**config.mk**
```make
export PLATFORM = sky130hd
export DESIGN_NAME = relay_framer
export DESIGN_NICKNAME = d
export VERILOG_FILES = /design/src/rtl/relay_framer.sv
export SDC_FILE = /design/constraint.sdc
export NUM_CORES = 1
export LEC_CHECK = 0
export ABC_AREA = 1
export BUFFER_PORTS_ARGS = -buffer_cell sky130_fd_sc_hd__clkbuf_2
export CAP_MARGIN = 15
export CORE_MARGIN = 1
export CORE_UTILIZATION = 60
export DETAILED_ROUTE_END_ITERATION = 7
export GPL_TIMING_DRIVEN = 0
export PLACE_DENSITY_LB_ADDON = 0.15
export SYNTH_ARGS = -nofsm -noshare
export SYNTH_HDL_FRONTEND = slang
export SYNTH_SLANG_ARGS = --single-unit
```
**constraint.sdc**
```tcl
create_clock -name clk -period 2.5 [get_ports clk]
set_input_delay 0.625 -clock clk [delete_from_list [all_inputs] [get_ports clk]]
set_output_delay 0.625 -clock clk [all_outputs]
set_load 0.02 [all_outputs]
```
**src/rtl/relay_framer.sv**
```systemverilog
// relay_framer: frames demodulated bits with relay start/end markers, packs them into
// nibbles and serialises each nibble (start bit + 4 bits, MSB first) onto relay_out.
module relay_framer #(
  parameter int DIV        = 16,
  parameter int FIFO_DEPTH = 8
) (
  input  logic clk,
  input  logic reset,
  input  logic mode_reader,
  input  logic frame_active,
  input  logic bit_in,
  input  logic bit_valid,
  output logic relay_out,
  output logic busy,
  output logic overflow
);
  localparam int AW = $clog2(FIFO_DEPTH);
  localparam int DW = (DIV > 1) ? $clog2(DIV) : 1;
  localparam logic [DW-1:0] DIV_LAST = DW'(DIV - 1);

  localparam logic [2:0] S_IDLE  = 3'd0;
  localparam logic [2:0] S_START = 3'd1;
  localparam logic [2:0] S_DATA  = 3'd2;
  localparam logic [2:0] S_FLUSH = 3'd3;
  localparam logic [2:0] S_END   = 3'd4;

  logic            fa_q, fa_prev_q, rise;
  logic [2:0]      state_q, state_d;
  logic            mode_q, mode_d;
  logic [1:0]      mk_q, mk_d;
  logic [2:0]      sh_q, sh_d;
  logic [1:0]      cnt_q, cnt_d;
  logic            pend_q, pend_d;
  logic [3:0]      pend_nib_q, pend_nib_d;
  logic            rise_pend_q, rise_pend_d;
  logic            overflow_q, overflow_d;
  logic            push, take_bit, nib_done, do_push, pop;
  logic [3:0]      push_nib, full_nib;
  logic [3:0]      mem_q [FIFO_DEPTH];
  logic [AW:0]     wr_ptr_q, wr_ptr_d, rd_ptr_q, rd_ptr_d;
  logic            empty, full;
  logic            ser_act_q, ser_act_d;
  logic [2:0]      idx_q, idx_d;
  logic [DW-1:0]   div_q, div_d;
  logic [3:0]      ssh_q, ssh_d;
  logic            relay_q, relay_d;

  assign rise     = fa_q & ~fa_prev_q;
  assign empty    = (wr_ptr_q == rd_ptr_q);
  assign full     = (wr_ptr_q[AW] != rd_ptr_q[AW]) && (wr_ptr_q[AW-1:0] == rd_ptr_q[AW-1:0]);
  assign full_nib = {sh_q, bit_in};
  // Bits of a pending re-triggered frame are collected while END finishes the old one.
  assign take_bit = bit_valid & fa_q &
                    (((state_q == S_IDLE) & rise) | (state_q == S_START) | (state_q == S_DATA) |
                     ((state_q == S_END) & (rise_pend_q | rise)));
  assign nib_done = take_bit & (cnt_q == 2'd3);
  assign do_push  = push & ~full;

  always_comb begin
    state_d     = state_q;
    mode_d      = mode_q;
    mk_d        = mk_q;
    sh_d        = sh_q;
    cnt_d       = cnt_q;
    pend_d      = pend_q;
    pend_nib_d  = pend_nib_q;
    rise_pend_d = rise_pend_q;
    overflow_d  = overflow_q;
    push        = 1'b0;
    push_nib    = 4'h0;
    if (take_bit) begin
      sh_d  = {sh_q[1:0], bit_in};
      cnt_d = cnt_q + 2'd1;
    end
    case (state_q)
      S_IDLE: begin
        if (rise) begin
          mode_d     = mode_reader;
          overflow_d = 1'b0;
          push       = 1'b1;
          push_nib   = mode_reader ? 4'hC : 4'hF;
          mk_d       = 2'd1;
          state_d    = mode_reader ? S_START : S_DATA;
        end
      end
      S_START: begin
        push = 1'b1;
        if (mk_q == 2'd0) begin
          push_nib = mode_q ? 4'hC : 4'hF;
          mk_d     = 2'd1;
          state_d  = mode_q ? S_START : S_DATA;
        end else begin
          push_nib = 4'h0;
          mk_d     = 2'd0;
          state_d  = S_DATA;
        end
      end
      S_DATA: begin
        if (pend_q) begin
          push     = 1'b1;
          push_nib = pend_nib_q;
          pend_d   = 1'b0;
        end
        if (!fa_q) state_d = S_FLUSH;
      end
      S_FLUSH: begin
        if (rise) rise_pend_d = 1'b1;
        if (pend_q) begin
          push     = 1'b1;
          push_nib = pend_nib_q;
          pend_d   = 1'b0;
        end else begin
          push = (cnt_q != 2'd0);
          case (cnt_q)
            2'd1:    push_nib = {sh_q[0], 3'b000};
            2'd2:    push_nib = {sh_q[1:0], 2'b00};
            default: push_nib = {sh_q[2:0], 1'b0};
          endcase
          cnt_d   = 2'd0;
          mk_d    = 2'd0;
          state_d = S_END;
        end
      end
      S_END: begin
        push     = 1'b1;
        push_nib = 4'h0;
        mk_d     = mk_q + 2'd1;
        if (mk_q == (mode_q ? 2'd3 : 2'd1)) begin
          mk_d = 2'd0;
          if (rise_pend_q | rise) begin
            rise_pend_d = 1'b0;
            mode_d      = mode_reader;
            overflow_d  = 1'b0;
            state_d     = S_START;
          end else begin
            state_d = S_IDLE;
          end
        end else if (rise) begin
          rise_pend_d = 1'b1;
        end
      end
      default: state_d = S_IDLE;
    endcase
    // A nibble completing outside DATA waits so it follows the marker nibbles.
    if (nib_done) begin
      if ((state_q == S_DATA) && !pend_q) begin
        push     = 1'b1;
        push_nib = full_nib;
      end else begin
        pend_d     = 1'b1;
        pend_nib_d = full_nib;
      end
    end
    if (push && full) overflow_d = 1'b1;
  end

  always_comb begin
    ser_act_d = ser_act_q;
    idx_d     = idx_q;
    div_d     = div_q;
    ssh_d     = ssh_q;
    relay_d   = relay_q;
    pop       = 1'b0;
    if (!ser_act_q) begin
      if (!empty) begin
        pop       = 1'b1;
        ser_act_d = 1'b1;
        idx_d     = 3'd0;
        div_d     = '0;
        ssh_d     = mem_q[rd_ptr_q[AW-1:0]];
        relay_d   = 1'b1;
      end
    end else if (div_q == DIV_LAST) begin
      div_d = '0;
      if (idx_q == 3'd4) begin
        idx_d = 3'd0;
        if (!empty) begin
          pop     = 1'b1;
          ssh_d   = mem_q[rd_ptr_q[AW-1:0]];
          relay_d = 1'b1;
        end else begin
          ser_act_d = 1'b0;
          relay_d   = 1'b0;
        end
      end else begin
        idx_d   = idx_q + 3'd1;
        relay_d = ssh_q[3];
        ssh_d   = {ssh_q[2:0], 1'b0};
      end
    end else begin
      div_d = div_q + 1'b1;
    end
  end

  assign wr_ptr_d = wr_ptr_q + {{AW{1'b0}}, do_push};
  assign rd_ptr_d = rd_ptr_q + {{AW{1'b0}}, pop};

  always_ff @(posedge clk) begin
    if (do_push) mem_q[wr_ptr_q[AW-1:0]] <= push_nib;
  end

  always_ff @(posedge clk or negedge reset) begin
    if (!reset) begin
      fa_q        <= 1'b0;
      fa_prev_q   <= 1'b0;
      state_q     <= S_IDLE;
      mode_q      <= 1'b0;
      mk_q        <= 2'd0;
      sh_q        <= 3'd0;
      cnt_q       <= 2'd0;
      pend_q      <= 1'b0;
      pend_nib_q  <= 4'h0;
      rise_pend_q <= 1'b0;
      overflow_q  <= 1'b0;
      wr_ptr_q    <= '0;
      rd_ptr_q    <= '0;
      ser_act_q   <= 1'b0;
      idx_q       <= 3'd0;
      div_q       <= '0;
      ssh_q       <= 4'h0;
      relay_q     <= 1'b0;
    end else begin
      fa_q        <= frame_active;
      fa_prev_q   <= fa_q;
      state_q     <= state_d;
      mode_q      <= mode_d;
      mk_q        <= mk_d;
      sh_q        <= sh_d;
      cnt_q       <= cnt_d;
      pend_q      <= pend_d;
      pend_nib_q  <= pend_nib_d;
      rise_pend_q <= rise_pend_d;
      overflow_q  <= overflow_d;
      wr_ptr_q    <= wr_ptr_d;
      rd_ptr_q    <= rd_ptr_d;
      ser_act_q   <= ser_act_d;
      idx_q       <= idx_d;
      div_q       <= div_d;
      ssh_q       <= ssh_d;
      relay_q     <= relay_d;
    end
  end

  assign relay_out = relay_q;
  assign overflow  = overflow_q;
  assign busy      = (state_q != S_IDLE) | ~empty | ser_act_q;
endmodule

```
==> flow_metrics.tcl, run 1 <==
set metrics [dict create \
    finalHoldViolCount 0 \
    ioPinCount 9 \
    drt_iter0_drc 159 \
    gp_congestion 0.900 \
    critical_path_peak_fanout 8 \
    yosysUniqueCellTypes 34 \
    min_period_ns 2.40 \
    drt_wl_total_mm 7.09 \
    grt_util_all_layers 0.255 \
    final_area_um2 4040 \
    clk_pin_slew_ns 0.08 \
    synth_xor_area_frac 0.0190 \
    cp-end-kind "primary output" \
    initial_core_util 0.623 \
    synthCells 404 \
    netlist_area_um2 3690 \
    syn2layout_area_growth_pct 9.53 \
    cp.arrival_ns 1.78 \
    setup_viol 0 \
    ys_seq_elements 73 \
    ant_nets 0 \
    synth_adder_area_share 0.0407 \
    h-tree-depth 3 \
    placementRows 28 \
    p_per_area_nw_per_um2 833 \
    wire_per_inst_um 14.0 \
    drt_pre_antenna_iters 5 \
    status "finished clean" \
    clk_latency_ns 0.35 \
    die_h_um 80.4 \
    crit_buf_inv 3 \
    cts.path.max_buffers 2 \
    fin_crit_sh 0.961 \
    place_area_um2 3820 \
    drv_slew 0 \
    min_path_type "in2reg" \
    grt_max_degree 42 \
    path_cells "buf_2 -> xor2_1 -> nor2_4 -> nand3_2 -> inv_1 -> nand2_1 -> clkbuf_2" \
    grt_pass1_vias 2733 \
    cts_tree "done" \
    place_ws_ns 0.358 \
    cts_sinks 73 \
    fin_skew_ns 0.00725 \
    synth.net_count 422 \
    fmax_mhz 416 \
    maxCapViolCount 0 \
    muxShareOfSynthArea 0 \
    avgSynthCellArea_um2 9.14 \
    synth_compound_area_frac 0.0942 \
    grt_overflow_total 0 \
    grt_pass1_wl_mm 12.2 \
    worstPathRequired_ns 1.88 \
    worst_slack_ns 0.0984 \
    nNetsFinal 444 \
    crit_type "reg2out" \
    synth_top_family_by_area "simple AND/OR/NAND/NOR gates" \
    cp_slowest_cell "dfrtp_1" \
    numCtsBuffers 9 \
    leakagePower_nw 1.89 \
    antenna_found_initial 0 \
    ys_warn_count 0 \
    die_area_um2 6470 \
    num_antenna_cells 0 \
    crit_path_max_incr_delay_ns 0.37 \
    peakVddDrop_mv 0.600 \
    cts-root-buf "clkbuf_8" \
    ctsHoldBuffers 0 \
    coreArea_um2 5920 \
    drcViolationCount 0 \
    start_kind "flip-flop" \
    ys_seq_area_frac 0.538 \
    io_buffer_count 8 \
    tightest_slew_ns 1.02 \
    drive_gt1_frac 0.162 \
    critPathTopFamily "buffers and inverters" \
    relSlewSlack 0.319 \
    vias 2774 \
    synth-simple-area-share 0.252 \
    hpwl_mm 5.18 \
    die-width_um 80.4 \
    vias_per_cell 5.48 \
]
worst reg2reg max path, cell delays in order (launching register included):
cell,delay (ns)
dfrtp_1,0.42
nand2_1,0.16
nand2_1,0.16
a21oi_4,0.21
nand2_4,0.10
nand3_4,0.10
nand2_2,0.08
nand2_4,0.15
inv_2,0.04
ha_1,0.19
ha_1,0.19
xor2_1,0.14
kinds of logic (layout without fill, tap and decap cells):
kind of cell,count (synthesis),count (layout)
AO/OA/AOI/OAI,60,60
XOR/XNOR,8,8
adder cells (fa/ha/maj),12,12
buffers and inverters,53,80
flip-flops,73,73
AND/OR/NAND/NOR,198,198
final timing paths:
kind | start | endpoint | slack, ns | depth (start not counted)
worst max-delay path | rd_ptr_q[2]$_DFF_PN0_ | busy | 0.1 | 7
worst min-delay path | frame_active | fa_q$_DFF_PN0_ | 0.38 | 1
worst max register to register | fa_q$_DFF_PN0_ | wr_ptr_q[2]$_DFF_PN0_ | 0.44 | 11
worst min register to register | fa_q$_DFF_PN0_ | fa_prev_q$_DFF_PN0_ | 0.46 | 0
max in group asynchronous | reset | state_q[2]$_DFFE_PN0P_ | 1.43 | 1
min in group asynchronous | reset | idx_q[2]$_DFFE_PN0P_ | 0.44 | 1
sequential cells by signal, indices dropped and copies added, names as in the netlist, 2 cells and up:
name / cells
idx_q: 3
mem_q: 32
ssh_q: 4
wr_ptr_q: 4
pend_nib_q: 4
state_q: 3
mk_q: 2
rd_ptr_q: 4
cnt_q: 2
div_q: 4
sh_q: 3
cell usage in the layout, fill, tap and decap left out, drive strengths merged:
master,n
o21a,3
ha,12
buf,10
nor2,60
a21oi,13
clkinvlp,1
nor3,1
nand2,96
a211oi,1
a22oi,1
o221ai,2
nor3b,2
dfrtp,41
nand3,38
nand4,1
clkinv,6
o21bai,1
o31ai,1
bufinv,1
xor2,8
a22o,1
o211ai,2
clkbuf,17
inv,45
edfxtp,32
o21ai,34
a21boi,1
per-stage QoR:
| stage | cells | hold slack (ns) | power (mW) | TNS (ns) | utilization |
|---|---|---|---|---|---|
| 2_1_floorplan | 404 | 0.329 | 2.28 | 0 | - |
| 3_3_place_gp | 487 | 0.441 | 2.48 | 0 | 0.646 |
| 3_5_place_dp | 487 | 0.448 | 2.51 | 0 | 0.646 |
| 4_1_cts | 503 | 0.376 | 3.38 | 0 | 0.678 |
| 5_1_grt | 506 | 0.386 | 3.58 | -0.00692 | 0.683 |
| 6_report | 506 | 0.379 | 3.37 | 0 | 0.683 |
area by class of cell:
cell class / count / area (um2)
Sequential cell: 73 / 1990
Fill cell: 485 / 1880
Multi-Input combinational cell: 278 / 1510
Inverter: 46 / 173
Clock buffer: 9 / 124
Tap cell: 75 / 93.8
Timing Repair Buffer: 11 / 62.6
Clock inverter: 7 / 61.3
Buffer: 7 / 35.0
cells in the mapped netlist:
cell      number  area share
edfxtp_1      32        0.26
clkinv_1       1      0.0010
o21bai_1       1      0.0020
dfrtp_1       41        0.28
nand2_1       88       0.089
o21ai_1        3      0.0041
nand2_4        2      0.0061
o211ai_1       2      0.0041
xor2_1         8       0.019
inv_2          7      0.0071
nor3b_2        1      0.0034
o31ai_1        1      0.0020
a22oi_1        1      0.0020
nor2_1        43       0.044
nand4_1        1      0.0017
nand2_2        6       0.010
a21oi_1       12       0.016
inv_1         38       0.039
o21ai_0       31       0.042
nor3_4         1      0.0044
nor3b_1        1      0.0020
a21boi_0       1      0.0020
nand3_4        1      0.0047
o221ai_1       2      0.0047
a211oi_1       1      0.0020
nor2_2        13       0.022
a21oi_4        1      0.0044
a22o_1         1      0.0024
o21a_1         3      0.0061
buf_2          7      0.0095
ha_1          12       0.041
nor2_4         4       0.012
nand3_1       36       0.049
nand3_2        1      0.0027
per-layer routing:
metal	wire length, um	up-vias	part of all wire	track usage
met3	303	13	0.043	0.0443
met4	138	0	0.019	0.125
met1	3080	1326	0.43	0.310
met5	0	-	0	0
met2	3580	65	0.50	0.434
li1	-	1370	-	-
power breakdown:
group          total [mW]  switching (mW)  leakage [nW]  internal, mW
combinational       0.905           0.612         0.989         0.293
sequential           1.58           0.132         0.803          1.45
clock               0.879           0.430        0.0962         0.450
total                3.37            1.17          1.89          2.19
what timing repair did:
action / CTS / global route
setup buffers: 0 / 3
gates cloned: 0 / 0
pin swaps: 0 / 1
setup endpoints to repair: 1 / 1
resized for setup: 1 / 1
Power figures use the tool's default switching activity.
==> run 2, diff against run 1 <==
RECOVER_POWER = 50   (was not set)
==> run 2 against run 1 <==
Via count rose by 0.11%. First-iteration DRC count shrank 1.3%. Sequential share of layout area rose by 0.091 points. Critical path depth unchanged. Global-route usage stayed put. Clock skew barely moved. Cell count stayed put. Sequential cell count is the same. Die area unchanged. Largest power group unchanged.
==> flow_metrics.tcl, run 2 (synthesis gave the netlist of run 1 again) <==
set metrics [dict create \
    status "finished clean" \
    cp.arrival_ns 1.77 \
    cts.path.max_buffers 2 \
    drv_slew 0 \
    cp_slowest_cell "dfrtp_1" \
    drt_pre_antenna_iters 4 \
    hold_ws_ns 0.380 \
    worstPathRequired_ns 1.88 \
    final_common_cell "nand2_1" \
    clk_latency_ns 0.35 \
    start_kind "flip-flop" \
    placementRows 28 \
    grt_pass1_wl_mm 12.2 \
    cts_sinks 73 \
    reg2reg_from "state_q[1]$_DFFE_PN0P_" \
    num_antenna_cells 0 \
    setup_viol 0 \
    antenna_found_initial 0 \
    crit_type "reg2out" \
    grt_util_all_layers 0.255 \
    h-tree-depth 3 \
    fillers 487 \
    wire_per_inst_um 14.0 \
    relSlewSlack 0.325 \
    fin_skew_ns 0.00765 \
    die-width_um 80.4 \
    min_period_ns 2.39 \
    clk_pin_slew_ns 0.07 \
    peakVddDrop_mv 0.594 \
    maxCapViolCount 0 \
    numCtsBuffers 9 \
    coreArea_um2 5920 \
    mostFrequentLayoutCells "nand2_1, nor2_1, dfrtp_1" \
    dp.cells 487 \
    grt_pass1_vias 2733 \
    ioPinCount 9 \
    fin_crit_sh 0.957 \
    gp_congestion 0.900 \
    syn2layout_area_growth_pct 9.32 \
    io_buffer_count 8 \
    holdPathEnd "fa_q$_DFF_PN0_" \
    ctsHoldBuffers 0 \
    leakagePower_nw 1.89 \
    hold_depth 1 \
    nNetsFinal 444 \
    min_path_type "in2reg" \
    vias 2777 \
    initial_core_util 0.623 \
    critical_path_peak_fanout 8 \
    cp-end-kind "primary output" \
    vias_per_cell 5.49 \
    crit_path_max_incr_delay_ns 0.37 \
    critPathTopFamily "buffers and inverters" \
    cts_tree "done" \
    die_h_um 80.4 \
    drcViolationCount 0 \
    drive_gt1_frac 0.158 \
    path_cells "buf_2 -> xor2_1 -> nor2_4 -> nand3_2 -> inv_1 -> nand2_1 -> clkbuf_2" \
    tightest_slew_ns 1.01 \
    worstRegToRegCells 12 \
    grt_overflow_total 0 \
    cts-root-buf "clkbuf_8" \
    die_area_um2 6470 \
    r2r_slack_ns 0.30 \
    hpwl_mm 5.18 \
    p_per_area_nw_per_um2 832 \
    finalHoldViolCount 0 \
    place_area_um2 3820 \
    final_area_um2 4040 \
    final_cell_count_no_fill 506 \
    grt_max_degree 42 \
    drt_iter0_drc 157 \
    fmax_mhz 418 \
    ant_nets 0 \
    tns_ns 0 \
    largest_register_ffs 32 \
    hold_start "frame_active" \
    crit_buf_inv 3 \
    r2r_end "wr_ptr_q[2]$_DFF_PN0_" \
    drt_wl_total_mm 7.10 \
]
==> run 2: cell counts in the layout (fill, tap and decap cells not counted) <==
No cell type changed its count.
==> run 2: how the worst max path moves through the flow <==
stage                     depth (start not counted)               endpoint                   from
after floorplan                                   9  wr_ptr_q[2]$_DFF_PN0_  rd_ptr_q[0]$_DFF_PN0_
after detailed placement                          7                   busy  rd_ptr_q[0]$_DFF_PN0_
after global routing                              7                   busy  rd_ptr_q[2]$_DFF_PN0_
after global placement                            9  wr_ptr_q[2]$_DFF_PN0_  rd_ptr_q[0]$_DFF_PN0_
after CTS                                         7                   busy  wr_ptr_q[2]$_DFF_PN0_
final                                             7                   busy  wr_ptr_q[2]$_DFF_PN0_
==> run 2: through the flow <==
stage / worst slack [ns] / util / total power [mW]
floorplan: 0.619 / - / 2.28
global placement: 0.391 / 0.646 / 2.48
detailed placement: 0.358 / 0.646 / 2.51
CTS: 0.00980 / 0.678 / 3.38
global route: -0.00692 / 0.682 / 3.57
finish: 0.109 / 0.682 / 3.36
==> run 2: what timing repair did <==
action | 4_1_cts | 5_1_grt
buffers inserted | 0 | 3
setup endpoints to repair | 1 | 1
pin swaps | 0 | 1
gates resized for setup | 1 | 1
==> run 2: area by class of cell <==
cell class | instances | area [um2] | area share
buffer | 7 | 35.0 | 0.00868
sequential | 73 | 1990 | 0.492
inverter | 46 | 173 | 0.0428
clock inverter | 7 | 61.3 | 0.0152
multi-input combinational | 278 | 1500 | 0.371
timing repair buffer | 11 | 62.6 | 0.0155
tap | 75 | 93.8 | 0.0233
clock buffer | 9 | 124 | 0.0307
==> run 2: per-layer routing <==
metal | vias up | part of all wire | global-route usage
met1 | 1335 | 0.42 | 0.310
met2 | 59 | 0.51 | 0.434
met5 | - | 0 | 0
li1 | 1370 | - | -
met4 | 0 | 0.017 | 0.125
met3 | 13 | 0.050 | 0.0443
==> run 2: power breakdown <==
| part | internal [mW] | switching (mW) | leakage, nW | total, mW |
|---|---|---|---|---|
| registers | 1.45 | 0.132 | 0.803 | 1.58 |
| clock network | 0.450 | 0.431 | 0.0962 | 0.881 |
| logic | 0.290 | 0.604 | 0.990 | 0.895 |
